[src/rtl/per_addr_decoder.sv]
// Routes master requests by address to NB_SLAVES peripheral ports or an error port,
// returns responses in order and synthesises an error response on a response timeout.
module per_addr_decoder #(
  parameter int NB_SLAVES = 4,
  parameter int ADDR_W    = 32,
  parameter int ID_W      = 5,
  parameter int MAX_OUT   = 4,
  parameter int TIMEOUT   = 16,
  parameter logic [NB_SLAVES-1:0][ADDR_W-1:0] BASE = {32'h1A11_0000, 32'h1A10_0000,
                                                      32'h1A10_1000, 32'h1A10_0000},
  parameter logic [NB_SLAVES-1:0][ADDR_W-1:0] MASK = {32'hFFFF_0000, 32'hFFFF_0000,
                                                      32'hFFFF_F000, 32'hFFFF_F000}
) (
  input  logic                             i_clk,
  input  logic                             i_rst_n,
  input  logic                             i_req,
  input  logic [ADDR_W-1:0]                i_add,
  input  logic                             i_wen,
  input  logic [31:0]                      i_wdata,
  input  logic [3:0]                       i_be,
  input  logic [ID_W-1:0]                  i_id,
  output logic                             o_gnt,
  output logic                             o_r_valid,
  output logic                             o_r_opc,
  output logic [ID_W-1:0]                  o_r_id,
  output logic [31:0]                      o_r_rdata,
  output logic [NB_SLAVES:0]               o_req,
  output logic [ADDR_W-1:0]                o_add,
  output logic                             o_wen,
  output logic [31:0]                      o_wdata,
  output logic [3:0]                       o_be,
  output logic [ID_W-1:0]                  o_id,
  input  logic [NB_SLAVES:0]               i_gnt,
  input  logic [NB_SLAVES:0]               i_r_valid,
  input  logic [NB_SLAVES:0]               i_r_opc,
  input  logic [NB_SLAVES:0][ID_W-1:0]     i_r_id,
  input  logic [NB_SLAVES:0][31:0]         i_r_rdata,
  output logic                             o_err_timeout,
  output logic                             o_err_unexp
);

  localparam int NP    = NB_SLAVES + 1;
  localparam int SEL_W = $clog2(NP);
  localparam int PTR_W = $clog2(MAX_OUT);
  localparam int CNT_W = $clog2(TIMEOUT);
  localparam logic [PTR_W:0] PTR_ONE = 1;
  localparam logic [CNT_W-1:0] CNT_ONE = 1;
  localparam logic [CNT_W-1:0] CNT_LAST = CNT_W'(TIMEOUT - 1);

  logic [SEL_W-1:0] fifo_q [MAX_OUT];
  logic [SEL_W-1:0] fifo_d [MAX_OUT];
  logic [PTR_W:0]   wr_ptr_q, wr_ptr_d;
  logic [PTR_W:0]   rd_ptr_q, rd_ptr_d;
  logic [CNT_W-1:0] cnt_q, cnt_d;
  logic             to_pend_q, to_pend_d;
  logic             err_to_q, err_to_d;
  logic             err_unexp_q, err_unexp_d;

  logic [SEL_W-1:0] sel;
  logic [SEL_W-1:0] head;
  logic [NP-1:0]    head_oh;
  logic             empty, full, head_vld, push, pop, unexp_hit;

  assign o_add   = i_add;
  assign o_wen   = i_wen;
  assign o_wdata = i_wdata;
  assign o_be    = i_be;
  assign o_id    = i_id;

  // Descending scan so the lowest matching port wins on overlapping windows.
  always_comb begin
    sel = SEL_W'(NB_SLAVES);
    for (int i = NB_SLAVES - 1; i >= 0; i--) begin
      if (((i_add ^ BASE[i]) & MASK[i]) == '0) sel = SEL_W'(i);
    end
  end

  assign empty = (wr_ptr_q == rd_ptr_q);
  assign full  = (wr_ptr_q[PTR_W] != rd_ptr_q[PTR_W]) &&
                 (wr_ptr_q[PTR_W-1:0] == rd_ptr_q[PTR_W-1:0]);
  assign head  = fifo_q[rd_ptr_q[PTR_W-1:0]];

  always_comb begin
    o_req      = '0;
    o_req[sel] = i_req & ~full;
    o_gnt      = i_gnt[sel] & i_req & ~full;
  end

  always_comb begin
    head_oh       = '0;
    head_oh[head] = 1'b1;
  end

  assign head_vld  = ~empty & i_r_valid[head];
  assign unexp_hit = empty ? |i_r_valid : |(i_r_valid & ~head_oh);
  assign push      = o_gnt;
  assign pop       = to_pend_q | head_vld;

  // A pending synthetic response overrides whatever the head port presents.
  always_comb begin
    o_r_valid = to_pend_q | head_vld;
    o_r_opc   = 1'b0;
    o_r_id    = '0;
    o_r_rdata = '0;
    if (to_pend_q) begin
      o_r_opc   = 1'b1;
      o_r_rdata = 32'hDEAD_BEEF;
    end else if (head_vld) begin
      o_r_opc   = i_r_opc[head];
      o_r_id    = i_r_id[head];
      o_r_rdata = i_r_rdata[head];
    end
  end

  always_comb begin
    fifo_d   = fifo_q;
    wr_ptr_d = wr_ptr_q;
    rd_ptr_d = rd_ptr_q;
    if (push) begin
      fifo_d[wr_ptr_q[PTR_W-1:0]] = sel;
      wr_ptr_d = wr_ptr_q + PTR_ONE;
    end
    if (pop) rd_ptr_d = rd_ptr_q + PTR_ONE;

    if (empty || pop)           cnt_d = '0;
    else if (cnt_q != CNT_LAST) cnt_d = cnt_q + CNT_ONE;
    else                        cnt_d = cnt_q;

    to_pend_d   = ~to_pend_q & ~empty & ~head_vld & (cnt_q == CNT_LAST);
    err_to_d    = err_to_q | to_pend_d;
    err_unexp_d = err_unexp_q | unexp_hit;
  end

  always_ff @(posedge i_clk or negedge i_rst_n) begin
    if (!i_rst_n) begin
      fifo_q      <= '{default: '0};
      wr_ptr_q    <= '0;
      rd_ptr_q    <= '0;
      cnt_q       <= '0;
      to_pend_q   <= 1'b0;
      err_to_q    <= 1'b0;
      err_unexp_q <= 1'b0;
    end else begin
      fifo_q      <= fifo_d;
      wr_ptr_q    <= wr_ptr_d;
      rd_ptr_q    <= rd_ptr_d;
      cnt_q       <= cnt_d;
      to_pend_q   <= to_pend_d;
      err_to_q    <= err_to_d;
      err_unexp_q <= err_unexp_d;
    end
  end

  assign o_err_timeout = err_to_q;
  assign o_err_unexp   = err_unexp_q;

endmodule

[config.mk]
export PLATFORM = sky130hd
export DESIGN_NAME = per_addr_decoder
export DESIGN_NICKNAME = d
export VERILOG_FILES = /design/src/rtl/per_addr_decoder.sv
export SDC_FILE = /design/constraint.sdc
export NUM_CORES = 1
export LEC_CHECK = 0
export CAP_MARGIN = 20
export CORE_AREA = 3 3 153 155
export CTS_BUF_LIST = sky130_fd_sc_hd__clkbuf_8
export DETAILED_ROUTE_END_ITERATION = 10
export DIE_AREA = 0 0 156 158
export GPL_TIMING_DRIVEN = 0
export MAX_ROUTING_LAYER = met4
export PLACE_DENSITY_LB_ADDON = 0.25
export SLEW_MARGIN = 15
export SYNTH_ARGS = -nofsm -noshare
export SYNTH_HDL_FRONTEND = slang
export SYNTH_SLANG_ARGS = --single-unit
export TNS_END_PERCENT = 5
[constraint.sdc]
create_clock -name i_clk -period 3.51 [get_ports i_clk]
set_input_delay 0.8775 -clock i_clk [delete_from_list [all_inputs] [get_ports i_clk]]
set_output_delay 0.8775 -clock i_clk [all_outputs]
set_load 0.1 [all_outputs]
**Yosys cells after proc, flatten, opt, wreduce, memory -nomap -nowiden**

Index checks and enable logic that the tools add are counted.

- Bits in registers: 25
- Bits of input ports: 277
- Output and inout bits: 121

- $add $sub $neg: 3
- Order comparisons: 7
- Equality and inequality tests: 5
- Multiplexer cells: 33
- Bitwise gates (word level): 22
- Reduce and logical (&&, ||, !) cells: 12

Operator list:

| kind | count |
|---|---|
| $logic_not 32->1 | 4 |
| $bmux 32 s3 | 1 |
| $mux 32 | 3 |
| $mux 3 | 7 |
| $bmux 5 s3 | 1 |
| $mux 5 | 3 |
| $not 5->5 | 3 |
| $bwmux 12 | 1 |
| $and 5x5->5 | 2 |
| $reduce_or 5->1 | 2 |
| $bmux 1 s3 | 3 |
| $lt 3x4->1 const B | 2 |
| $mux 1 | 8 |
| $mux 4 | 2 |
| $and 1x1->1 | 7 |
| $add 3x1->3 const B | 2 |
| $bmux 3 s2 | 1 |
| $demux 1 s3 | 2 |
| $demux 3 s2 | 1 |
| $ge 3x1->1 const B | 2 |
| $ge 3x3->1 const B | 2 |
| $not 2->3 | 2 |
| $add 4x1->4 const B | 1 |
| $eq 4x4->1 const B | 1 |
| other kinds (11) | 19 |

**Longest topological paths before layout**

- Depth in word-level cells: 13
- Mapped depth: 9

**Worst setup path before layout**

OpenSTA, ideal clock, no wires.

- Kind: input-to-output
- From: input port i_add[23]
- To: output port o_req[2]
- Arrival: 4400 ps
- Path slack: -1768 ps
- Stages: 4
- Buffers on the path: 1
- Cells stage by stage: nor4b_1 nand4_1 clkbuf_1 nor4_1

- Word-level cells in the longest chain between the ends: 10
- Elaborated cells on any way between the ends: 14
- Classes of those cells: order compare: 2; mux: 6; bitwise: 1; reduce/logical: 5

RTL lines:

| what | line | RTL |
|---|---|---|
| start: declaration | 17 | `input logic [ADDR_W-1:0] i_add,` |
| $logic_not 32->1 | 74 | `if (((i_add ^ BASE[i]) & MASK[i]) == '0) sel = SEL_W'(i);` |
| $mux 3 (3 in series) | 74 |  |
| $mux 3 * | 74 |  |
| $lt 3x4->1 (not written as such) or $ge 3x1->1 (tied branches) | 85 | `o_req[sel] = i_req & ~full;` |
| $logic_and 1x1->1 (not written as such) | 85 |  |
| $mux 1 (not written as such) | 85 |  |
| $demux 1 s3 * | 85 |  |
| $and 5x5->5 (no line) * | -- |  |
| end: declaration | 27 | `output logic [NB_SLAVES:0] o_req,` |

Mark *: on every way between the ends. The rest lies on a longest branch, timed or not.

**Worst setup path after layout**

- From: register rd_ptr_q[0]
- To: output port o_r_rdata[19]

- Word-level cells in the longest chain between the ends: 9
- Elaborated cells on any way between the ends: 13
- Classes of those cells: eq/ne: 1; mux: 9; bitwise: 3

RTL lines:

| what | line | RTL |
|---|---|---|
| start: declaration | 53 | `logic [PTR_W:0] rd_ptr_q, rd_ptr_d;` |
| start signal: assignment | 146 | `rd_ptr_q <= rd_ptr_d;` |
| $not 2->3 (not written as such) | 81 | `assign head = fifo_q[rd_ptr_q[PTR_W-1:0]];` |
| $bmux 3 s2 | 81 |  |
| $mux 3 (not written as such) (2 in series) | 81 |  |
| $bmux 1 s3 | 94 | `assign head_vld = ~empty & i_r_valid[head];` |
| $mux 1 (not written as such) | 94 |  |
| $and 1x1->1 | 94 |  |
| $mux 32 * | 108 | `end else if (head_vld) begin` |
| $mux 32 * | 105 | `if (to_pend_q) begin` |
| end: declaration | 26 | `output logic [31:0] o_r_rdata,` |

Mark *: on every way between the ends. The rest lies on a longest branch, timed or not. The select of a mux whose other input is x is not followed.

==> out/metrics.cfg <==
[synth]
ys.flop_type = dfrtp_1
syn_nets = 797
syn_inst = 514
synthMuxAreaShare = 0.241
ys_ff_latch = 25
synthSimpleGateAreaFrac = 0.112
synth_top_family_by_area = compound AO/OA/AOI/OAI gates
ys_types = 48
synth.avg_cell_area_sq_um = 7.79
synth-edff-count = 0
ys_async_sr_fraction = 1.00
ys_seq_area_frac = 0.156
synth_xor_area_frac = 0.0153
synth_fa_ha_area_frac = 0.0188
synth_compound_area_frac = 0.244
ys_warn_count = 0
syn_area_sq_mm = 0.00400

[critical_path]
max_stage_delay_ns = 0.55
cp_max_fo = 5
cp.arrival_ns = 2.77
path_class = reg2out
required_ns = 2.63
crit_chain = buf_6 -> mux4_2 -> o21a_1 -> o32ai_4 -> buf_6 -> a21oi_4 -> buf_6 -> buf_4 -> nor2_4 -> buf_12
crit_slowest_cell = mux4_2
end_kind = primary output
start_kind = flip-flop
crit_path_frequent_cell = buf_6

[sta]
finalSetupViolCount = 38
rsz0062_at_grt = yes
fin_ws_ns = -0.139
fmaxAchievable_mhz = 274
relSlewSlack = 0.274
fin_crit_ns = 3.65
maxSlewViolCount = 0
tightestPinTransition_ns = 1.09
hold_viol_final = 0
fin_crit_sh = 1.04
clock-skew-final_ns = 0.00612

[grt]
grt_max_degree = 18
grt_pass1_wl_mm = 30.2
track_usage = 0.159
grt_pass1_vias = 5290
antenna_found_initial = 1
grt_overflow = 0

[floorplanning]
fp-row-count = 54
core_sq_mm = 0.0220
dieWidth_microns = 156
dieArea_sq_mm = 0.0246
dieHeight_microns = 158
initial_utilization = 0.182
ioPinCount = 398

[place]
place_ws_ns = -1.41
place.gp.congestion = 0.786
dp_cells = 1138
dpl_cell_area_sq_mm = 0.00798
post-dp-hpwl_mm = 17.0
portBuffers = 343

[power_and_ir_drop]
p_comb_frac = 0.934
total_power_mw = 9.04
switching_share = 0.613
switching_power_mw = 5.54
ir_worst_vdd_mv = 0.913
p_int_mw = 3.50
p_per_area_mw_per_mm2 = 1010
clkPwrFrac = 0.019
p_leak_nw = 3.59
seqPwrFrac = 0.047

[routing]
dr.pass1.iters = 7
ant_nets = 0
wl_mm = 20.9
via_per_inst = 4.40
num_vias = 5144
drt-wirelength-per-cell_microns = 17.8
drtIter0Drc = 177
drc = 0

[layout]
fin_util = 0.408
fin_nets = 1173
drive_gt1_frac = 0.313
layout_common_cells = clkdlybuf4s50_1, buf_4, mux2i_1
layout_commonest_cell = clkdlybuf4s50_1
postLayoutCellArea_sq_mm = 0.00896
final_cells = 1170
area_delta_synth_final_pct = 124
fill_cells = 2197

[clocking]
htree_levels = 1
clockRootBuffer = clkbuf_8
clk-insertion-delay-late_ns = 0.27
cts_buffer_depth = 2
cts_buffers = 3
cts_tree = done
cts.sink_count = 25
path_clk_slew_ns = 0.09

[worst_hold_path]
hp-class = reg2reg

[status]
failed_checks = setup timing
status = complete, but fails checks

[run]
max_cap_violations = 0

[power groups by stage]
stage / Combinational (mW) / Clock, mW / Sequential, mW
2_1_floorplan: 5.06 / 0 / 0.416
3_3_place_gp: 6.69 / 0 / 0.431
3_5_place_dp: 6.70 / 0 / 0.433
4_1_cts: 8.07 / 0.175 / 0.428
5_1_grt: 8.78 / 0.188 / 0.442
6_report: 8.44 / 0.170 / 0.428
[per-layer routing]
layer	vias to the layer above	wire, microns	track usage
met4	0	34	0.00463
met3	4	1300	0.0246
li1	2520	-	-
met1	2417	8410	0.193
met5	-	0	-
met2	203	11100	0.294
[synthesized netlist by cell type (2+ instances only)]
library cell	n	area (sq um)
mux2i_1	69	691
nor4b_1	2	17.5
a21oi_1	40	200
inv_1	32	120
buf_1	9	33.8
mux4_2	4	90.1
ha_1	6	75.1
buf_4	74	556
nor4_1	3	18.8
a22oi_1	13	97.6
o22ai_1	25	156
o21a_1	26	195
o22a_1	12	105
dfrtp_1	25	626
buf_2	10	50.1
and2_1	3	18.8
xnor2_1	5	43.8
nor3_1	9	45.0
nand4_1	5	31.3
nand3_1	5	25.0
clkbuf_1	20	75.1
mux2_2	15	169
xor2_1	2	17.5
nor2_1	35	131
a211oi_1	14	105
a31oi_1	2	12.5
nand2_1	28	105
[critical path, delay by kind of cell, from the launching register on]
family                 cells  cell delay [ns]
buffers and inverters      5             0.82
AO/OA/AOI/OAI              3             0.59
multiplexers               1             0.55
flip-flops                 1             0.38
AND/OR/NAND/NOR            1             0.17
[what timing repair did]
| action | CTS | global route |
|---|---|---|
| gates resized for setup | 455 | 76 |
| setup buffers | 18 | 7 |
| endpoints found under the setup margin | 47 | 53 |
| cloned | 3 | 0 |
| hold buffers | 0 | 0 |
| pin swaps | 16 | 17 |
[area by class of cell]
class / count / area [sq um] / area share
Multi-Input combinational cell: 343 / 2960 / 0.330
Timing Repair Buffer: 371 / 4010 / 0.448
Inverter: 33 / 126 / 0.0141
Clock buffer: 3 / 41.3 / 0.00461
Sequential cell: 25 / 626 / 0.0698
Buffer: 113 / 841 / 0.0938
Clock inverter: 1 / 3.75 / 0.000419
Tap cell: 280 / 350 / 0.0391
Antenna cell: 1 / 2.50 / 0.000279
[registers in the layout, summed over array words and instances (netlist names)]
signal and cells:
fifo_q 12, o_err_timeout 1, to_pend_q 1, rd_ptr_q 3, wr_ptr_q 3, cnt_q 4
o_err_unexp 1
[stage by stage]
stage               TNS, ns  hold slack (ns)
global route          -7.07            0.484
global placement     -52.49            0.438
detailed placement   -52.39            0.448
CTS                   -3.48            0.466
finish                -3.12            0.461
floorplan            -16.97            0.467
[cell families (layout without fill, tap and decap cells)]
kind of cell | count (synthesis) | after routing
other | 0 | 1
AND/OR/NAND/NOR | 98 | 98
buffers and inverters | 147 | 521
AO/OA/AOI/OAI | 142 | 143
flip-flops | 25 | 25
XOR/XNOR | 7 | 7
adder cells (fa/ha/maj) | 6 | 6
multiplexers | 89 | 89
[final timing paths]
path	start	end	slack (ns)	cells after the start
max	rd_ptr_q[0]	o_r_rdata[19]	-0.14	10
min	o_err_timeout	o_err_timeout	0.46	1
max reg2reg	rd_ptr_q[0]	o_err_unexp	1.01	7
min reg2reg	o_err_timeout	o_err_timeout	0.46	1
max in group asynchronous	i_rst_n	fifo_q[8]	2.13	2
min in group asynchronous	i_rst_n	fifo_q[6]	0.91	1
No activity file was read; power rests on OpenSTA's default activity.
